===== src/rtl/im_loader_pkg.sv =====
// Shared types and default constants for the boot-time instruction loader.
package im_loader_pkg;

  localparam int unsigned WORD_W             = 32;
  localparam int unsigned IM_DEPTH_DEF       = 256;
  localparam int unsigned ADDR_W_DEF         = 8;
  localparam int unsigned RELEASE_CYCLES_DEF = 4;

  typedef enum logic [2:0] {
    ST_IDLE,
    ST_LOAD,
    ST_RELEASE,
    ST_RUN,
    ST_ERR
  } state_t;

endpackage


===== src/rtl/im_loader.sv =====
// Streams host instruction words into instruction memory, then releases core reset.
// Optional checksum-terminated images: define IM_LOADER_CHECKSUM_EN.
module im_loader
  import im_loader_pkg::*;
#(
  parameter int unsigned IM_DEPTH       = IM_DEPTH_DEF,
  parameter int unsigned ADDR_W         = ADDR_W_DEF,
  parameter int unsigned RELEASE_CYCLES = RELEASE_CYCLES_DEF
) (
  input  logic              CLK,
  input  logic              RESET,
  input  logic              in_START,
  input  logic              in_VALID,
  input  logic [WORD_W-1:0] in_DATA,
  input  logic              in_LAST,
  output logic              out_READY,
  output logic              out_im_WE,
  output logic [ADDR_W-1:0] out_im_ADDR,
  output logic [WORD_W-1:0] out_im_DATA,
  output logic              out_core_RESET,
  output logic              out_DONE,
  output logic              out_ERROR
);

  localparam int unsigned       REL_W     = (RELEASE_CYCLES > 1) ? $clog2(RELEASE_CYCLES) : 1;
  localparam logic [REL_W-1:0]  REL_INIT  = REL_W'(RELEASE_CYCLES - 1);
  localparam logic [ADDR_W-1:0] LAST_ADDR = ADDR_W'(IM_DEPTH - 1);

  state_t            state;
  logic [ADDR_W-1:0] count;
  logic [REL_W-1:0]  timer;
  logic              ready_q;
  logic              xfer;
`ifdef IM_LOADER_CHECKSUM_EN
  logic [WORD_W-1:0] sum;
`endif

  // A start pulse takes priority, so no word is accepted in that cycle.
  assign out_READY = ready_q & ~in_START;
  assign xfer      = in_VALID & out_READY;

  always_ff @(posedge CLK) begin
    if (!RESET) begin
      state          <= ST_IDLE;
      count          <= '0;
      timer          <= '0;
      ready_q        <= 1'b0;
      out_im_WE      <= 1'b0;
      out_im_ADDR    <= '0;
      out_im_DATA    <= '0;
      out_core_RESET <= 1'b1;
      out_DONE       <= 1'b0;
      out_ERROR      <= 1'b0;
`ifdef IM_LOADER_CHECKSUM_EN
      sum            <= '0;
`endif
    end else begin
      out_im_WE <= 1'b0;
      if (in_START) begin
        state          <= ST_LOAD;
        count          <= '0;
        ready_q        <= 1'b1;
        out_core_RESET <= 1'b1;
        out_DONE       <= 1'b0;
        out_ERROR      <= 1'b0;
`ifdef IM_LOADER_CHECKSUM_EN
        sum            <= '0;
`endif
      end else begin
        case (state)
          ST_LOAD: begin
            if (xfer) begin
`ifdef IM_LOADER_CHECKSUM_EN
              // The last word carries the expected sum and is never written.
              if (in_LAST) begin
                ready_q <= 1'b0;
                if (in_DATA == sum) begin
                  state <= ST_RELEASE;
                  timer <= REL_INIT;
                end else begin
                  state     <= ST_ERR;
                  out_ERROR <= 1'b1;
                end
              end else begin
                out_im_WE   <= 1'b1;
                out_im_ADDR <= count;
                out_im_DATA <= in_DATA;
                sum         <= sum + in_DATA;
                if (count == LAST_ADDR) begin
                  state     <= ST_ERR;
                  ready_q   <= 1'b0;
                  out_ERROR <= 1'b1;
                end else begin
                  count <= count + ADDR_W'(1);
                end
              end
`else
              out_im_WE   <= 1'b1;
              out_im_ADDR <= count;
              out_im_DATA <= in_DATA;
              if (in_LAST) begin
                state   <= ST_RELEASE;
                ready_q <= 1'b0;
                timer   <= REL_INIT;
              end else if (count == LAST_ADDR) begin
                // Image too large: keep the top word, never wrap to address 0.
                state     <= ST_ERR;
                ready_q   <= 1'b0;
                out_ERROR <= 1'b1;
              end else begin
                count <= count + ADDR_W'(1);
              end
`endif
            end
          end
          ST_RELEASE: begin
            if (timer == '0) begin
              state          <= ST_RUN;
              out_core_RESET <= 1'b0;
              out_DONE       <= 1'b1;
            end else begin
              timer <= timer - REL_W'(1);
            end
          end
          default: begin
          end
        endcase
      end
    end
  end

endmodule


===== config.mk =====
export PLATFORM = sky130hd
export DESIGN_NAME = im_loader
export DESIGN_NICKNAME = d
export VERILOG_FILES = /design/src/rtl/im_loader_pkg.sv /design/src/rtl/im_loader.sv
export SDC_FILE = /design/constraint.sdc
export NUM_CORES = 1
export LEC_CHECK = 0
export CAP_MARGIN = 20
export CORE_MARGIN = 5
export CORE_UTILIZATION = 35
export DETAILED_ROUTE_END_ITERATION = 8
export HOLD_SLACK_MARGIN = 0.1
export RECOVER_POWER = 25
export SLEW_MARGIN = 0
export SYNTH_ARGS = -nofsm -noshare
export SYNTH_HDL_FRONTEND = slang
export SYNTH_SLANG_ARGS = --single-unit

===== constraint.sdc =====
create_clock -name CLK -period 4.5 [get_ports CLK]
set_input_delay 0.675 -clock CLK [delete_from_list [all_inputs] [get_ports CLK]]
set_output_delay 0.675 -clock CLK [all_outputs]
set_load 0.01 [all_outputs]

==> results by group <==
Critical path
  – Critical Path RT: 3830 ps
  – R2r endpoint: out_im_DATA[6]
  – FF-to-FF setup slack: 2380 ps
  – Crit path to: out_READY
  – FF-to-FF Start: state[0]
  – Worst setup EP type: output port
  – Startpoint types: primary input
  – CP max FO: 7
  – Setup CP Type: primary input to output port
  – R2r worst-path depth: 5
  – WP data arrival: 2330 ps
  – Crit. Startpoint: in_START

Synth
  – Post-Syn Area: roughly 2400 µm²
  – Syn Nets: 307
  – Ys Warns: 0
  – Register area share after synthesis: 0.4915
  – Synth cell types: 39
  – Flop and latch count out of synthesis: 58
  – Syn Area/Cell: between 8 and 9 µm²
  – Synthesized netlist cell count: 268

Global routing
  – Largest net degree at the start of global routing: 48
  – GRT overflow: 0
  – Initial antenna violation count: 0
  – Global-route wire length before repair: 9066 µm
  – All-Layer GR Usage: 0.1330
  – Vias in the first global route: 1923

Routing
  – Vias/cell: 4.704
  – TritonRoute pass-1 iters: 4
  – Routed met2 length: between 2000 and 2500 µm
  – WL met1: 2726 µm
  – Starting DRC count in detailed routing: around 60
  – Final wirelength: around 5500 µm
  – Met3 routed WL: 252 µm
  – WL/cell: 12.82 µm
  – Top sig layer: met4
  – Drt drc: 0
  – Detail Route Antenna Nets: 0
  – Via count: 2032

Clock tree
  – CTS Buffer Depth: 2
  – Skew-Pair Late Insertion Delay: approximately 320 ps
  – H-Tree Level Count: 3
  – CTS resizes: 0
  – Post-CTS Setup Repair Bufs: 0
  – # hold bufs at CTS: 0
  – Clock-pin slew on the worst setup and hold paths: ~60 ps
  – Root buffer cell: clkbuf_8
  – Total CTS buffers: 9
  – CTS sink count: 58
  – CTS tree: built

Power
  – Total Power: about 0.0011 W
  – Power Density: 314.5 nW/µm²
  – Leak Pwr: roughly 1.3 nW
  – VDD IR max: roughly 0.18 mV

Place
  – Cell area after placement: around 3200 µm²
  – Final estimated routing congestion in global placement: 0.7295
  – Input/output buffers: slightly above 80
  – Dpl ws: 1560 ps
  – DPL Wire Length: 3789 µm

Floorplan
  – Die Wd: 92.16 µm
  – Chip Height: 92.16 µm
  – Ports: 82
  – Row cnt: 30
  – Initial Util: 0.3536
  – Die area: 8493 µm²
  – Core Region: between 6000 and 7000 µm²

Timing
  – Fin worst setup slack: approximately 1500 ps
  – # setup viols final: 0
  – Final worst path period share: 0.6686
  – RSZ-0062 raised after global routing: no
  – Worst-margin pin slew: 940.2 ps
  – Setup TNS: 0 ps
  – Fmax achieved: 0.3324 GHz
  – Period minus WS final: between 3000 and 4000 ps
  – Slew HR: 0.3725
  – Final Max Slew Viols: 0
  – Hold Violations, Final: 0
  – Clk_skew: around 5.2 ps

Cells and area
  – Fin area: 3405 µm²
  – Diodes inserted: 0
  – Share of cells above drive strength 1: 0.07102
  – Area grow syn2layout: 44.12%
  – Fillers: 668
  – Layout Nets: 386

Worst hold path
  – Hold/Removal Path Class: flip-flop to flip-flop
  – Hold path cells: 2

Status
  – Status: completed

Run
  – Max-cap violations: 0
==> metrics by stage <==
stage                     std cells  hold slack, ps  utilization
after floorplan                 268           453.0            -
after global placement          416           440.5       0.4805
after detailed placement        416           446.4       0.4805
after CTS                       432           455.4       0.5107
after global routing            432           468.5       0.5096
final                           432           451.6       0.5096
==> critical path, stage by stage <==
cell	delay [ps]
dlygate4sd3_1	620
nand2b_1	310
inv_1	170
clkdlybuf4s50_1	550
==> placed cells by master, fill, tap and decap left out, types with 2 or more instances in the layout <==
| master | Yosys | final |
|---|---|---|
| nor2_1 | 9 | 9 |
| clkbuf_8 | 0 | 14 |
| a311oi_1 | 2 | 2 |
| nand4_1 | 3 | 3 |
| clkdlybuf4s50_1 | 0 | 57 |
| nand3_1 | 2 | 2 |
| nand2b_1 | 1 | 2 |
| nor3_1 | 4 | 4 |
| o21ai_0 | 4 | 4 |
| a21boi_1 | 14 | 14 |
| ha_1 | 2 | 2 |
| o211a_1 | 2 | 2 |
| inv_1 | 5 | 5 |
| buf_4 | 4 | 2 |
| o21a_1 | 2 | 2 |
| and4_1 | 2 | 2 |
| a21boi_0 | 26 | 26 |
| and2_1 | 2 | 2 |
| nand2_1 | 88 | 88 |
| nor4_4 | 2 | 2 |
| a21oi_1 | 6 | 6 |
| and3_1 | 3 | 3 |
| dlygate4sd3_1 | 0 | 24 |
| dfxtp_1 | 58 | 58 |
==> cell usage after synthesis <==
master     number  area, µm²
nand2_1        88      330.3
inv_1           5      18.77
a21boi_1       14      105.1
and4b_1         1      10.01
a311oi_1        2      17.52
and4bb_2        1      12.51
a31o_1          1      8.760
nor2_2          1      6.260
clkbuf_1        6      22.52
a41o_1          1      10.01
ha_1            2      25.02
nor3_2          1      10.01
nor2b_1         1      6.260
dfxtp_1        58       1161
nand4_1         3      18.77
nand4b_1        1      8.760
a21oi_1         6      30.03
nand4bb_4       1      27.53
a22o_1          1      8.760
and3_1          3      18.77
o21ai_0         4      20.02
and4_1          2      17.52
or4b_1          1      10.01
buf_4           4      30.03
nand2b_4        1      13.76
nor3_1          4      20.02
and2_1          2      12.51
nand2_2         1      6.260
nand3b_1        1      7.510
nand3_1         2      10.01
o21a_1          2      15.01
nor2_1          9      33.78
xnor2_1         1      8.760
and4_4          1      11.26
a21boi_0       26      195.2
nor4_4          2      42.54
nand2b_1        1      6.260
buf_2           5      25.02
o211a_1         2      20.02
==> per-layer routing <==
layer | vias to the layer above | track usage
li1 | 1063 | -
met1 | 910 | 0.1673
met2 | 53 | 0.2129
met3 | 6 | 0.03363
met4 | 0 | 0.06188
met5 | - | 0
==> cell type report <==
type	count	area [µm²]	area share
repair buffers	83	825.8	0.2426
well taps	80	100.1	0.02940
multi-input cells	190	1097	0.3223
inverters	5	18.77	0.005513
clock inverters	1	5.005	0.001470
clock buffers	15	196.4	0.05770
flip-flops and latches	58	1161	0.3410
==> report_power, final <==
group           total, W  internal, W  leakage, nW  switching (W)
Combinational  0.0000779    0.0000469        0.683      0.0000310
Sequential      0.000524     0.000520        0.468     0.00000401
Clock           0.000469     0.000275        0.106       0.000194
Total            0.00107     0.000842         1.26       0.000229
==> cell families (layout without fill, tap and decap cells) <==
family | Yosys count | in the layout | synth area share
AO/OA/AOI/OAI | 59 | 59 | 0.1822
AND/OR/NAND/NOR | 128 | 128 | 0.2712
XOR/XNOR | 1 | 1 | 0.003708
flip-flops | 58 | 58 | 0.4915
adder cells (fa/ha/maj) | 2 | 2 | 0.01059
buffers and inverters | 20 | 104 | 0.04078
==> worst min path at each step <==
stage                     from         endpoint  slack [ps]
2_1_floorplan         count[7]   out_im_ADDR[7]         450
6_report       out_im_DATA[12]  out_im_DATA[12]         450
3_5_place_dp    out_im_ADDR[0]   out_im_ADDR[0]         450
5_1_grt        out_im_DATA[17]  out_im_DATA[17]         470
3_3_place_gp   out_im_DATA[12]  out_im_DATA[12]         440
4_1_cts         out_im_ADDR[0]   out_im_ADDR[0]         460
==> sequential cells by signal (all words and copies together) (netlist names) <==
| register | flops |
|---|---|
| out_im_DATA | 32 |
| timer | 2 |
| out_core_RESET | 1 |
| out_ERROR | 1 |
| out_im_ADDR | 8 |
| state | 3 |
| out_im_WE | 1 |
| count | 8 |
| ready_q | 1 |
| out_DONE | 1 |
Power figures use the tool's default switching activity.
